--- src/rtl/fir_pkg.sv ---
// fir_pkg: shared definitions for the FIR sequencing controller.
//   fir_state_e : controller states (IDLE, MAC, DONE, CFG)
//   ptr_inc     : modulo-n increment of a ring pointer
//   ptr_sub     : modulo-n difference a - b of two ring positions (a, b < n)
// Pointers are passed as 8-bit values so one helper serves every N_TAPS;
// callers narrow the result back to their own address width.
package fir_pkg;

    typedef enum logic [1:0] {
        IDLE = 2'd0,
        MAC  = 2'd1,
        DONE = 2'd2,
        CFG  = 2'd3
    } fir_state_e;

    function automatic logic [7:0] ptr_inc(input logic [7:0] ptr, input logic [7:0] n);
        logic [7:0] res;
        if (ptr >= (n - 8'd1)) begin
            res = 8'd0;
        end else begin
            res = ptr + 8'd1;
        end
        return res;
    endfunction

    function automatic logic [7:0] ptr_sub(input logic [7:0] a, input logic [7:0] b,
                                           input logic [7:0] n);
        logic [7:0] res;
        if (a >= b) begin
            res = a - b;
        end else begin
            res = (a + n) - b;
        end
        return res;
    endfunction

endpackage

--- src/rtl/fir_ring_ptr.sv ---
// fir_ring_ptr: sample-ring write pointer counting modulo N_TAPS.
//   clk, reset_n : clock, asynchronous active-low reset (pointer -> 0)
//   inc          : advance the pointer by one position this cycle
//   ptr          : current write position, 0..N_TAPS-1
module fir_ring_ptr
    import fir_pkg::*;
#(
    parameter int N_TAPS = 4,
    parameter int AW     = $clog2(N_TAPS)
) (
    input  logic          clk,
    input  logic          reset_n,
    input  logic          inc,
    output logic [AW-1:0] ptr
);

    logic [AW-1:0] ptr_r;

    // Pointer register: wraps from N_TAPS-1 back to 0 on increment.
    always_ff @(posedge clk or negedge reset_n) begin
        if (!reset_n) begin
            ptr_r <= {AW{1'b0}};
        end else if (inc) begin
            ptr_r <= AW'(ptr_inc(8'(ptr_r), 8'(N_TAPS)));
        end else begin
            ptr_r <= ptr_r;
        end
    end

    assign ptr = ptr_r;

endmodule

--- src/rtl/fir_seq_ctrl.sv ---
// fir_seq_ctrl: sequencer for a single-MAC FIR filter.
// Accepts one sample, writes it into the sample ring, then walks N_TAPS
// multiply-accumulate cycles pairing coefficient k with sample (base-k),
// presents the result until downstream takes it, and arbitrates the
// coefficient memory with a configuration master between samples.
//   clk, reset_n         : clock, asynchronous active-low reset
//   in_valid / in_ready  : upstream sample handshake
//   out_valid / out_ready: downstream result handshake
//   x_wr_en, x_wr_addr   : sample ring write port
//   x_rd_addr            : sample ring read address for the current tap
//   c_addr               : coefficient address (tap index, or cfg_addr in CFG)
//   mac_clr, mac_en      : accumulator load / update controls
//   cfg_req, cfg_addr    : configuration master request and address
//   cfg_gnt              : configuration master owns coefficient memory
//   busy                 : controller is not idle
module fir_seq_ctrl
    import fir_pkg::*;
#(
    parameter int N_TAPS = 4,
    parameter int AW     = $clog2(N_TAPS)
) (
    input  logic          clk,
    input  logic          reset_n,
    input  logic          in_valid,
    output logic          in_ready,
    output logic          out_valid,
    input  logic          out_ready,
    output logic          x_wr_en,
    output logic [AW-1:0] x_wr_addr,
    output logic [AW-1:0] x_rd_addr,
    output logic [AW-1:0] c_addr,
    output logic          mac_clr,
    output logic          mac_en,
    input  logic          cfg_req,
    input  logic [AW-1:0] cfg_addr,
    output logic          cfg_gnt,
    output logic          busy
);

    localparam logic [AW-1:0] LAST_TAP = AW'(N_TAPS - 1);

    fir_state_e    state_r;
    fir_state_e    state_nxt_s;
    logic [AW-1:0] tap_r;
    logic [AW-1:0] tap_nxt_s;
    logic [AW-1:0] base_r;
    logic [AW-1:0] base_nxt_s;
    logic          accept_s;
    logic [AW-1:0] wr_ptr_s;

    fir_ring_ptr #(
        .N_TAPS(N_TAPS),
        .AW    (AW)
    ) u_wr_ptr (
        .clk    (clk),
        .reset_n(reset_n),
        .inc    (accept_s),
        .ptr    (wr_ptr_s)
    );

    // State, tap counter and sample base registers.
    always_ff @(posedge clk or negedge reset_n) begin
        if (!reset_n) begin
            state_r <= IDLE;
            tap_r   <= {AW{1'b0}};
            base_r  <= {AW{1'b0}};
        end else begin
            state_r <= state_nxt_s;
            tap_r   <= tap_nxt_s;
            base_r  <= base_nxt_s;
        end
    end

    // Next-state logic; configuration has priority over a new sample in IDLE.
    always_comb begin
        state_nxt_s = state_r;
        tap_nxt_s   = tap_r;
        base_nxt_s  = base_r;
        accept_s    = 1'b0;
        case (state_r)
            IDLE: begin
                if (cfg_req) begin
                    state_nxt_s = CFG;
                end else if (in_valid) begin
                    accept_s    = 1'b1;
                    base_nxt_s  = wr_ptr_s;
                    tap_nxt_s   = {AW{1'b0}};
                    state_nxt_s = MAC;
                end else begin
                    state_nxt_s = IDLE;
                end
            end
            MAC: begin
                if (tap_r == LAST_TAP) begin
                    tap_nxt_s   = {AW{1'b0}};
                    state_nxt_s = DONE;
                end else begin
                    tap_nxt_s   = tap_r + AW'(1'b1);
                    state_nxt_s = MAC;
                end
            end
            DONE: begin
                if (out_ready) begin
                    state_nxt_s = IDLE;
                end else begin
                    state_nxt_s = DONE;
                end
            end
            CFG: begin
                if (!cfg_req) begin
                    state_nxt_s = IDLE;
                end else begin
                    state_nxt_s = CFG;
                end
            end
            default: begin
                state_nxt_s = IDLE;
                tap_nxt_s   = {AW{1'b0}};
                base_nxt_s  = {AW{1'b0}};
            end
        endcase
    end

    // Output decode. The IDLE handshake outputs are gated by reset_n so
    // nothing is offered or written while reset is held.
    always_comb begin
        in_ready  = 1'b0;
        out_valid = 1'b0;
        x_wr_en   = 1'b0;
        x_wr_addr = wr_ptr_s;
        x_rd_addr = {AW{1'b0}};
        c_addr    = {AW{1'b0}};
        mac_clr   = 1'b0;
        mac_en    = 1'b0;
        cfg_gnt   = 1'b0;
        busy      = 1'b0;
        case (state_r)
            IDLE: begin
                in_ready = reset_n & ~cfg_req;
                x_wr_en  = reset_n & accept_s;
            end
            MAC: begin
                busy      = 1'b1;
                mac_en    = 1'b1;
                mac_clr   = (tap_r == {AW{1'b0}});
                c_addr    = tap_r;
                // Newest sample first: tap k reads the sample k positions older.
                x_rd_addr = AW'(ptr_sub(8'(base_r), 8'(tap_r), 8'(N_TAPS)));
            end
            DONE: begin
                busy      = 1'b1;
                out_valid = 1'b1;
            end
            CFG: begin
                busy    = 1'b1;
                cfg_gnt = 1'b1;
                c_addr  = cfg_addr;
            end
            default: begin
                busy = 1'b0;
            end
        endcase
    end

endmodule

--- config.mk ---
export PLATFORM = sky130hd
export DESIGN_NAME = fir_seq_ctrl
export DESIGN_NICKNAME = d
export VERILOG_FILES = /design/src/rtl/fir_pkg.sv /design/src/rtl/fir_ring_ptr.sv /design/src/rtl/fir_seq_ctrl.sv
export SDC_FILE = /design/constraint.sdc
export NUM_CORES = 1
export LEC_CHECK = 0
export CORE_MARGIN = 2
export CORE_UTILIZATION = 35
export DETAILED_ROUTE_END_ITERATION = 10
export GPL_TIMING_DRIVEN = 0
export PLACE_DENSITY = 0.75
export SETUP_SLACK_MARGIN = 0.15
export SLEW_MARGIN = 20
export SYNTH_ARGS = -nofsm -noshare
export SYNTH_HDL_FRONTEND = slang
export SYNTH_SLANG_ARGS = --single-unit
--- constraint.sdc ---
create_clock -name clk -period 1.9 [get_ports clk]
set_clock_uncertainty 0.1 [all_clocks]
set_input_delay 0.38 -clock clk [delete_from_list [all_inputs] [get_ports clk]]
set_output_delay 0.38 -clock clk [all_outputs]
set_load 0.05 [all_outputs]
==> results.toml <==
[outcome]
status = "finished, final reports clean"

[yosys]
synth_fp_nets = 62
ys_ff_latch = 8
synth_ff_type = "dfrtp_1"
async_reset_ff_frac = 1.00
synth_edf_count = 0
synth_cells = 51
ys_types = 23
yosysWarnings = 0
synth.avg_cell_area_um2 = 10.1
seq_area_frac_synth = 0.388
netlist_area_um2 = 515

[place]
dp_hpwl_um = 794
port_buffers = 19
dp_cells = 85
dp_slack_ns = -0.993
gp_congestion = 0.660

[detailed_routing]
wl_per_cell_um = 12.4
vias_per_cell = 5.00
drt_iter0_drc = 13
drcViolationCount = 0
ant_nets = 0
drt-total-wl_um = 1210
first_pass_iters = 4
vias = 485

[floorplanning]
die_h_um = 42.4
initial_utilization = 0.386
core_um2 = 1330
die_x_um = 42.4
rows = 13
io_pins = 20
die_area_um2 = 1800

[clock_network]
cts_buffers = 3
clkLatencyLatePin_ns = 0.25
postCtsHoldBufs = 0
clk_pin_slew_ns = 0.05
htreeDepth = 1
clock-sinks = 8
root_buffer = "clkbuf_4"
clk_path_buf_depth = 2
tritoncts = "done"

[worst_hold_path]
hp-class = "primary input to asynchronous set/reset pin"

[critical_path]
crit_fanout = 2
critPathSlowestCell = "dfrtp_1"
reg2reg_slack_ns = 0.31
worstReg2RegStart = "state_r[0]"
end_kind = "output port"
slowest_delay_ns = 0.39
r2r_cells = 4
path_cells = "ha_2 -> xnor2_2 -> xnor2_2 -> nor2_4 -> buf_6"
critical_path_arrival_ns = 1.37
crit_type = "flip-flop to output port"
reg2reg_to = "u_wr_ptr.ptr[1]"
startpoint_type = "flip-flop"
path_common_cell = "xnor2_2"
cp.required_ns = 1.42

[sta]
grt_setup_unrepaired = "true"
period_minus_slack_ns = 1.85
maxSlewHeadroom = 0.676
max_freq_mhz = 539
tightest_slew_ns = 0.487
min_period_over_period = 0.976
setup_ws_ns = 0.0455
hold_violations = 0
report.final.setup_viol = 0
maxSlewViolCount = 0

[grt]
antenna_found_initial = 0
grt-ovfl-total = 0
grt_max_degree = 11
grt_pass1_vias = 492
grt_use_total = 0.152
grt_pass1_wl_um = 2050

[finish]
syn2layout_area_growth_pct = 73.8
final-instance-count-excl-fill = 97
nNetsFinal = 95
diodes = 0
drive_gt1_frac = 0.537
fin_util = 0.672

[job]
drv_cap = 0
[sequential cells by signal (all words and copies together) (netlist names)]
signal and flops:
base_r 2, state_r 2, u_wr_ptr.ptr 2, tap_r 2
[cells in the final DEF (no fill, tap or decap), types with 2 or more instances in the layout]
cell	instances
and2_4	2
buf_4	8
buf_6	7
buf_8	2
clkbuf_4	4
clkdlybuf4s50_1	3
dfrtp_1	7
dlygate4sd2_1	3
ha_1	3
inv_1	3
mux2_2	3
nand2_1	2
nor2_1	2
nor2b_2	2
o21bai_1	2
xnor2_2	2
[area by class of cell]
class                      instances  area [um2]
multi-input combinational         37         354
timing repair buffer              28         265
clock buffer                       3        22.5
tap                               15        18.8
buffer                             1        11.3
fill                             107         438
sequential                         8         201
inverter                           5        22.5
[cells in the mapped netlist (2+ instances only)]
cell	instances	area, um2
and2_1	3	18.8
dfrtp_1	8	200
ha_1	4	50.1
inv_1	5	18.8
mux2_2	3	33.8
mux2i_1	2	20.0
nand2_1	2	7.51
nand2b_1	2	12.5
nor2_1	4	15.0
nor2b_1	3	18.8
o21bai_1	2	15.0
xnor2_1	2	17.5
[critical path: cells and delay by family, from the launching register on]
kind	cells	cell delay, ns
fa+ha+maj	1	0.19
xor+xnor	2	0.29
simple gates	1	0.08
flops	1	0.39
buf+inv	1	0.15
[metal layers]
layer	wire length, um	up-vias	GRT usage	part of all wire
li1	-	233	-	-
met1	449	232	0.160	0.37
met2	648	20	0.283	0.54
met3	107	0	0.0690	0.089
met4	0	0	0.0188	0
met5	0	-	0	0
[kinds of logic (layout without fill, tap and decap cells)]
| group | after synthesis | count (layout) | synth area share |
|---|---|---|---|
| buffers and inverters | 6 | 37 | 0.0461 |
| adders and majority gates | 4 | 4 | 0.0971 |
| AOI/OAI and AO/OA | 6 | 6 | 0.0849 |
| xor gates and xnor gates | 2 | 2 | 0.0340 |
| DFF | 8 | 8 | 0.388 |
| muxes | 5 | 5 | 0.104 |
| and+or+nand+nor | 20 | 20 | 0.245 |
[through the flow]
step | TNS (ns) | hold WS (ns) | instance area, um2
finish | 0 | 0.0461 | 896
global route | -0.0190 | 0.0667 | 896
CTS | -0.0258 | 0.0732 | 842
detailed placement | -4.62 | 0.422 | 763
global placement | -4.58 | 0.422 | 763
floorplan | 0 | -0.0156 | 554
[worst max path at each step]
| stage | from | endpoint | slack (ns) | depth (start not counted) |
|---|---|---|---|---|
| after floorplan | state_r[1] | in_ready | 0.1 | 3 |
| after global placement | cfg_req | x_wr_en | -1.0 | 4 |
| after detailed placement | cfg_req | x_wr_en | -0.99 | 4 |
| after CTS | in_valid | x_wr_en | -0.03 | 4 |
| after global routing | tap_r[0] | x_rd_addr[1] | -0.02 | 5 |
| final | tap_r[0] | x_rd_addr[1] | 0.05 | 5 |
[timing repair]
item                       CTS  global route
pin swaps                    3             2
resized for setup           77            12
setup buffers                6             3
setup endpoints to repair   16            10
Power is not shown: default switching activity piles up to over one toggle a cycle in this logic, so the estimate is an artifact.
